**config.mk**
```make
export PLATFORM = sky130hd
export DESIGN_NAME = wb_gpio_arb_flat
export DESIGN_NICKNAME = d
export VERILOG_FILES = /design/src/rtl/wb_gpio_arb_if.sv /design/src/rtl/wb_gpio_arb.sv /design/src/flat_wrapper.sv
export SDC_FILE = /design/constraint.sdc
export NUM_CORES = 1
export LEC_CHECK = 0
export ABC_AREA = 0
export BUFFER_PORTS_ARGS = -buffer_cell sky130_fd_sc_hd__buf_2
export CAP_MARGIN = 20
export CELL_PAD_IN_SITES_DETAIL_PLACEMENT = 0
export CELL_PAD_IN_SITES_GLOBAL_PLACEMENT = 2
export CORE_AREA = 2 2 109 111
export CTS_BUF_LIST = sky130_fd_sc_hd__clkbuf_16
export CTS_CLUSTER_DIAMETER = 150
export DETAILED_ROUTE_END_ITERATION = 12
export DIE_AREA = 0 0 111 113
export GPL_TIMING_DRIVEN = 0
export HOLD_SLACK_MARGIN = 0.06
export PLACE_DENSITY = 0.88
export SYNTH_ARGS = -nofsm -noshare
export SYNTH_HDL_FRONTEND = slang
export SYNTH_SLANG_ARGS = --single-unit
```
**constraint.sdc**
```tcl
create_clock -name wb_clk -period 3 [get_ports wb_clk]
set_input_delay 0.3 -clock wb_clk [delete_from_list [all_inputs] [get_ports wb_clk]]
set_output_delay 0.3 -clock wb_clk [all_outputs]
set_load 0.05 [all_outputs]
```
**src/rtl/wb_gpio_arb_if.sv**
```systemverilog
// Wishbone classic bus bundle shared by the two requesting masters and the
// GPIO slave port of wb_gpio_arb.
//   master modport: the side that starts cycles (drives adr/dat_w/we/cyc/stb)
//   slave modport : the side that answers (drives dat_r/ack/err/rty)
interface wb_gpio_arb_if #(
  parameter int dw = 32,
  parameter int aw = 3
) ();
  logic [aw-1:0] adr;
  logic [dw-1:0] dat_w;
  logic [dw-1:0] dat_r;
  logic          we;
  logic          cyc;
  logic          stb;
  logic          ack;
  logic          err;
  logic          rty;

  modport master (
    output adr, dat_w, we, cyc, stb,
    input  dat_r, ack, err, rty
  );

  modport slave (
    input  adr, dat_w, we, cyc, stb,
    output dat_r, ack, err, rty
  );
endinterface

```
**src/rtl/wb_gpio_arb.sv**
```systemverilog
// Two-master Wishbone arbiter in front of a single GPIO slave.
// Round-robin grant from IDLE, bus locked to the granted master for as long
// as it holds cyc, responses routed only to the granted master. Every grant
// returns through IDLE, so there is always one dead cycle between owners.
// Optional response timeout: define WB_GPIO_ARB_TIMEOUT_EN to add an 8-bit
// watchdog that answers a silent slave with a one-cycle err to the master.
module wb_gpio_arb #(
  parameter int dw             = 32,
  parameter int aw             = 3,
  parameter int timeout_cycles = 16
) (
  input  logic          wb_clk,
  input  logic          wb_rst,
  wb_gpio_arb_if.slave  m0,
  wb_gpio_arb_if.slave  m1,
  wb_gpio_arb_if.master s
);

  if (dw < 1 || dw > 32 || aw < 1 || timeout_cycles < 2 || timeout_cycles > 255)
  begin : g_bad_param
    $error("wb_gpio_arb: parameter out of range");
  end

  typedef enum logic [1:0] {
    IDLE = 2'd0,
    GNT0 = 2'd1,
    GNT1 = 2'd2
  } state_e;

  state_e state_q, state_d;
  logic   last_gnt_q, last_gnt_d;   // master that received the most recent grant
  logic   to_hit;                   // watchdog fires this cycle

  // Next grant: round-robin only matters on a tie, and only from IDLE.
  always_comb begin
    // NOTE: every always_comb output gets a default first so no path can infer a latch.
    state_d    = state_q;
    last_gnt_d = last_gnt_q;
    unique case (state_q)
      IDLE: begin
        if (m0.cyc && (!m1.cyc || last_gnt_q)) begin
          state_d    = GNT0;
          last_gnt_d = 1'b0;
        end else if (m1.cyc) begin
          state_d    = GNT1;
          last_gnt_d = 1'b1;
        end
      end
      GNT0:    if (!m0.cyc) state_d = IDLE;
      GNT1:    if (!m1.cyc) state_d = IDLE;
      default: state_d = IDLE;
    endcase
  end

  // Grant state and round-robin pointer; master 0 wins the first tie.
  always_ff @(posedge wb_clk) begin
    // NOTE: sequential state uses non-blocking assignments so every flop samples pre-edge values.
    if (wb_rst) begin
      state_q    <= IDLE;
      last_gnt_q <= 1'b1;
    end else begin
      state_q    <= state_d;
      last_gnt_q <= last_gnt_d;
    end
  end

`ifdef WB_GPIO_ARB_TIMEOUT_EN
  logic [7:0] to_cnt_q, to_cnt_d;
  logic       s_resp;

  assign s_resp = s.ack | s.err | s.rty;
  assign to_hit = (state_q != IDLE) && (to_cnt_q == 8'(timeout_cycles));

  // Count strobed cycles without an answer; held at zero while idle so each grant starts fresh.
  always_comb begin
    to_cnt_d = to_cnt_q;
    if (state_q == IDLE || s_resp || to_hit) begin
      to_cnt_d = 8'd0;
    end else if (s.stb) begin
      to_cnt_d = to_cnt_q + 8'd1;
    end
  end

  // Watchdog counter register.
  always_ff @(posedge wb_clk) begin
    if (wb_rst) begin
      to_cnt_q <= 8'd0;
    end else begin
      to_cnt_q <= to_cnt_d;
    end
  end
`else
  assign to_hit = 1'b0;
`endif

  // Bus and response routing: the granted master is wired straight through,
  // everyone else sees a quiet bus. A timeout swaps the strobe for an err.
  always_comb begin
    s.adr    = '0;
    s.dat_w  = '0;
    s.we     = 1'b0;
    s.cyc    = 1'b0;
    s.stb    = 1'b0;
    m0.ack   = 1'b0;
    m0.err   = 1'b0;
    m0.rty   = 1'b0;
    m1.ack   = 1'b0;
    m1.err   = 1'b0;
    m1.rty   = 1'b0;
    m0.dat_r = s.dat_r;
    m1.dat_r = s.dat_r;
    case (state_q)
      GNT0: begin
        s.adr   = m0.adr;
        s.dat_w = m0.dat_w;
        s.we    = m0.we;
        s.cyc   = m0.cyc;
        s.stb   = m0.stb & ~to_hit;
        m0.ack  = s.ack;
        m0.err  = s.err | to_hit;
        m0.rty  = s.rty;
      end
      GNT1: begin
        s.adr   = m1.adr;
        s.dat_w = m1.dat_w;
        s.we    = m1.we;
        s.cyc   = m1.cyc;
        s.stb   = m1.stb & ~to_hit;
        m1.ack  = s.ack;
        m1.err  = s.err | to_hit;
        m1.rty  = s.rty;
      end
      default: ;
    endcase
  end

endmodule

```
**src/flat_wrapper.sv**
```systemverilog
// flat-port wrapper written by rule: the top's interface ports become plain ports
module wb_gpio_arb_flat 
#(
  parameter int dw             = 32,
  parameter int aw             = 3,
  parameter int timeout_cycles = 16
)
  (wb_clk, wb_rst, m0_adr, m0_dat_w, m0_we, m0_cyc, m0_stb, m0_dat_r, m0_ack, m0_err, m0_rty, m1_adr, m1_dat_w, m1_we, m1_cyc, m1_stb, m1_dat_r, m1_ack, m1_err, m1_rty, s_adr, s_dat_w, s_we, s_cyc, s_stb, s_dat_r, s_ack, s_err, s_rty);
  wb_gpio_arb_if #(.dw(dw), .aw(aw)) m0_i ();
  wb_gpio_arb_if #(.dw(dw), .aw(aw)) m1_i ();
  wb_gpio_arb_if #(.dw(dw), .aw(aw)) s_i ();
  input  logic wb_clk;
  input  logic wb_rst;
  input wire logic [$bits(m0_i.adr)-1:0] m0_adr;
  input wire logic [$bits(m0_i.dat_w)-1:0] m0_dat_w;
  input wire logic [$bits(m0_i.we)-1:0] m0_we;
  input wire logic [$bits(m0_i.cyc)-1:0] m0_cyc;
  input wire logic [$bits(m0_i.stb)-1:0] m0_stb;
  output wire logic [$bits(m0_i.dat_r)-1:0] m0_dat_r;
  output wire logic [$bits(m0_i.ack)-1:0] m0_ack;
  output wire logic [$bits(m0_i.err)-1:0] m0_err;
  output wire logic [$bits(m0_i.rty)-1:0] m0_rty;
  input wire logic [$bits(m1_i.adr)-1:0] m1_adr;
  input wire logic [$bits(m1_i.dat_w)-1:0] m1_dat_w;
  input wire logic [$bits(m1_i.we)-1:0] m1_we;
  input wire logic [$bits(m1_i.cyc)-1:0] m1_cyc;
  input wire logic [$bits(m1_i.stb)-1:0] m1_stb;
  output wire logic [$bits(m1_i.dat_r)-1:0] m1_dat_r;
  output wire logic [$bits(m1_i.ack)-1:0] m1_ack;
  output wire logic [$bits(m1_i.err)-1:0] m1_err;
  output wire logic [$bits(m1_i.rty)-1:0] m1_rty;
  output wire logic [$bits(s_i.adr)-1:0] s_adr;
  output wire logic [$bits(s_i.dat_w)-1:0] s_dat_w;
  output wire logic [$bits(s_i.we)-1:0] s_we;
  output wire logic [$bits(s_i.cyc)-1:0] s_cyc;
  output wire logic [$bits(s_i.stb)-1:0] s_stb;
  input wire logic [$bits(s_i.dat_r)-1:0] s_dat_r;
  input wire logic [$bits(s_i.ack)-1:0] s_ack;
  input wire logic [$bits(s_i.err)-1:0] s_err;
  input wire logic [$bits(s_i.rty)-1:0] s_rty;
  assign m0_i.adr = m0_adr;
  assign m0_i.dat_w = m0_dat_w;
  assign m0_i.we = m0_we;
  assign m0_i.cyc = m0_cyc;
  assign m0_i.stb = m0_stb;
  assign m0_dat_r = m0_i.dat_r;
  assign m0_ack = m0_i.ack;
  assign m0_err = m0_i.err;
  assign m0_rty = m0_i.rty;
  assign m1_i.adr = m1_adr;
  assign m1_i.dat_w = m1_dat_w;
  assign m1_i.we = m1_we;
  assign m1_i.cyc = m1_cyc;
  assign m1_i.stb = m1_stb;
  assign m1_dat_r = m1_i.dat_r;
  assign m1_ack = m1_i.ack;
  assign m1_err = m1_i.err;
  assign m1_rty = m1_i.rty;
  assign s_adr = s_i.adr;
  assign s_dat_w = s_i.dat_w;
  assign s_we = s_i.we;
  assign s_cyc = s_i.cyc;
  assign s_stb = s_i.stb;
  assign s_i.dat_r = s_dat_r;
  assign s_i.ack = s_ack;
  assign s_i.err = s_err;
  assign s_i.rty = s_rty;
  wb_gpio_arb #(.dw(dw), .aw(aw), .timeout_cycles(timeout_cycles)) u_core (.wb_clk(wb_clk), .wb_rst(wb_rst), .m0(m0_i), .m1(m1_i), .s(s_i));
endmodule
```
# Word-level counts from Yosys, hierarchy flattened
# Cells that the tools add are included.
# totals
regBits	3
elab_cells	32
out_inout_bits	108
# op_classes
n_mux	18
reduce_logical	7
eq_ne	5
# ops
cell	count
$pmux 32 s2	1
$mux 1	8
$mux 2	4
$pmux 1 s2	3
$pmux 2 s3	1
$pmux 3 s2	1
$ne 2x2->1 const B	2
$ne 3x2->1 const B	1
$reduce_and 3->1	1
$eq 2x1->1 const B	1
$eq 2x2->1 const B	1
$logic_not 2->1	1
$reduce_and 2->1	1
$reduce_bool 2->1	1
$logic_and 1x1->1	1
$logic_not 1->1	1
$logic_or 1x1->1	1

# Longest topological paths before layout
# depth
word_depth	5
mapped_depth	6
ltp_nobuf	5

# Worst setup path after synthesis
# Ideal clock, no wire load.
# synth_path
kind	reg2out
startpoint	register u_core.state_q[0]
endpoint	output s_adr[0]
path_buffers	2
arrival_ns	1.823
t_required_ns	2.700
stages_incl_launch_ff	6
path_slack_ns	0.877
cell_sequence	dfxtp_1 > inv_1 > ha_1 > clkbuf_1 > clkbuf_1 > nor2b_1
# synth_via
elab_chain_cells	2
word_cells_on_any_way	3
# synth_rtl
element	line_no	rtl
start: declaration	wb_gpio_arb.sv:30	state_e state_q, state_d;
start signal: assignment	wb_gpio_arb.sv:62	state_q <= state_d;
$eq 2x2->1 / $eq 2x1->1 (equally long branches)	wb_gpio_arb.sv:112	case (state_q)
$pmux 3 s2 (*)	wb_gpio_arb.sv:112	
end: declaration	flat_wrapper.sv:32	output wire logic [$bits(s_i.adr)-1:0] s_adr;
# Every way passes the cells marked *; elsewhere a longest branch is shown, timed or not.

# Worst setup path in the final report
# layout_path
startpoint	register u_core.state_q[0]
endpoint	output s_dat_w[0]
# layout_via
elab_chain_cells	2
word_cells_on_any_way	3
# layout_rtl
element	line_no	rtl
$eq 2x2->1 / $eq 2x1->1 (equally long branches)	wb_gpio_arb.sv:112	
$pmux 32 s2 (*)	wb_gpio_arb.sv:112	
end: declaration	flat_wrapper.sv:33	output wire logic [$bits(s_i.dat_w)-1:0] s_dat_w;
# Marks and branches as above.

==> run summary <==
Run status - finished clean
H-tree level count - 1
Synth warn - 0
Setup TNS - 0 ns
Hold_buf cts - 0
Max-slew violations - 0
Fmax - 0.416 GHz
Wirelength, routed - 5680 um
Hold Fails Final Rpt - 0
Final setup violating endpoints - 0
Die Ht - 113 um
Netlist cell types - 20
Net Count, Synth - 296
Longest Clk Path Bufs - 2
Worst Path Class, Setup - reg -> out
Via density - 3.65
Adder-Cell Fraction of Synth Area - 2.79%
Simple-gate share of the synthesized area - 22.9%
Total CTS buffers - 3
Initial antenna violation count - 3
Synth Area in XOR/XNOR - 0%
Drt pass-1 iters - 4
Layout cell share with drive strength beyond 1 - 72.8%
CTS tree - built
Sequential element share of the synthesized area - 4.47%
Postcts setup bufs - 0
Worst endpoint required time - 2.70 ns
Arr. time, crit path - 2.10 ns
Post-layout util - 22.6%
Overall Global Routing Usage - 8.05%
Mapped Avg Cell Area - 7.47 um2
Main combinational cell family by area after synthesis - buffers and inverters
Overall power - 952 uW
Post_cts resized - 0
Maxcap violations - 0
Initial Util - 11.9%
Global-route wire length before repair - 8490 um
Vias in the first global route - 1763
Mapped cell area - 1340 um2
Area added between synthesis and finish - 89.4%
Fin crit share - 80.1%
Skew-Pair Late Insertion Delay - 0.22 ns
Worst slew pin tran - 0.482 ns
Mux cell area share after synthesis - 0%
# DRC - 0
Power Dens Cells - 374 nW/um2
Nets - 489
Total congestion overflow - 0
Initial drt markers - 121
Clk root buf - clkbuf_16
WHS Path Cells - 2
Core area - 11300 um2
I/O Buffers - 188
Final min period - 2.40 ns
Synth top area cells - buf_4, a22oi_1, nor2b_1
Top cell type's share of synthesized area - 35.8%
Die Footprint - 12500 um2
Complex-gate fraction of the synthesized area - 27.7%
Crit path launch type - register
Die Wd - 111 um
Worst Hold Class - in -> reg
RSZ-0062 raised after global routing - false
Setup crit end kind - primary output
# IOs - 221
Clk_skew - 0.000124 ns
Crit Path Max Fanout - 10
Detailed-route via count - 1884
Clock transition at path regs - 0.03 ns
Wire per inst - 11.0 um
RD Place Congestion - 0.831
Rel. slew slack - 67.8%
Leakage Power - 0.00143 uW
HPWL Detailed - 5060 um
R2R depth - 6
FP Rows - 39
Register bit total from synthesis - 3
CTS sink count - 3
Pin count of the biggest net entering global routing - 11
Peak VDD IR - 284 uV
Mapped Cells - 180
Largest area contributor in the netlist - buf_4
DRT antenna net count - 0
cell usage in the layout (no fill, tap or decap), types with 2 or more instances in the layout:
master and instances:
buf_2 196, buf_4 64, nor2b_1 38, a22oi_1 37, and2_1 6, inv_1 5
clkbuf_1 4, ha_1 3, clkbuf_16 3, dfxtp_1 3, o32ai_2 2, a21oi_1 2
worst max-delay path: stages, from the launching register on:
cell	delay, ns
dfxtp_1	0.32
inv_1	0.08
ha_1	0.30
clkbuf_1	0.39
clkbuf_1	0.34
nor2b_1	0.18
buf_2	0.27
per-stage QoR:
step | instances | hold slack, ns | cell area [um2] | worst slack, ns
2_1_floorplan | 180 | 0.411 | 1340 | 0.877
3_3_place_gp | 511 | 0.506 | 2460 | 0.864
3_5_place_dp | 511 | 0.521 | 2460 | 0.805
4_1_cts | 515 | 0.360 | 2540 | 0.550
5_1_grt | 515 | 0.368 | 2540 | 0.419
6_report | 516 | 0.360 | 2540 | 0.598
metal layers:
metal	vias to the layer above	GRT usage [%]	wire, um
met3	6	2.79	679
met2	125	14.6	2780
li1	935	-	-
met5	-	0	11
met4	2	1.00	25
met1	816	9.43	2190
final timing paths:
check / slack [ns] / to / from
setup reg to reg: 1.57 / u_core.state_q[1] / u_core.state_q[0]
hold reg to reg: 0.53 / u_core.state_q[1] / u_core.state_q[1]
setup / recovery: 0.60 / s_dat_w[0] / u_core.state_q[0]
hold / removal: 0.36 / u_core.state_q[0] / wb_rst
cell usage after synthesis (all sizes together):
cell type	number
a22oi	38
a21oi	2
ha	3
nor2b	38
nand3b	1
nand2b	1
a211o	1
clkbuf	5
a21boi	1
inv	4
dfxtp	3
nor2	1
and2	6
o32ai	2
buf	73
a311o	1
area by class of cell:
type / count / area, um2
fill: 1280 / 8730
timing repair buffer: 188 / 941
multi-input combinational: 95 / 717
buffer: 78 / 552
tap: 143 / 179
clock buffer: 3 / 75.1
sequential: 3 / 60.1
inverter: 4 / 15.0
clock inverter: 1 / 3.75
antenna: 1 / 2.50
where the power goes:
part | internal [uW] | switching, uW | total, uW
clock | 172 | 37.1 | 209
combinational | 241 | 454 | 695
sequential | 45.2 | 2.56 | 47.8
total | 458 | 494 | 952
state kept, by name, summed over array words and instances (netlist names):
| name | cells |
|---|---|
| u_core.last_gnt_q | 1 |
| u_core.state_q | 2 |
cells by family (layout without fill, tap and decap cells):
group | Yosys count | in the layout
AOI/OAI and AO/OA | 45 | 45
adders and majority gates | 3 | 3
buffers and inverters | 82 | 274
DFF | 3 | 3
and+or+nand+nor | 47 | 47
other | 0 | 1
Note: power is estimated with default switching activity, not from simulation.
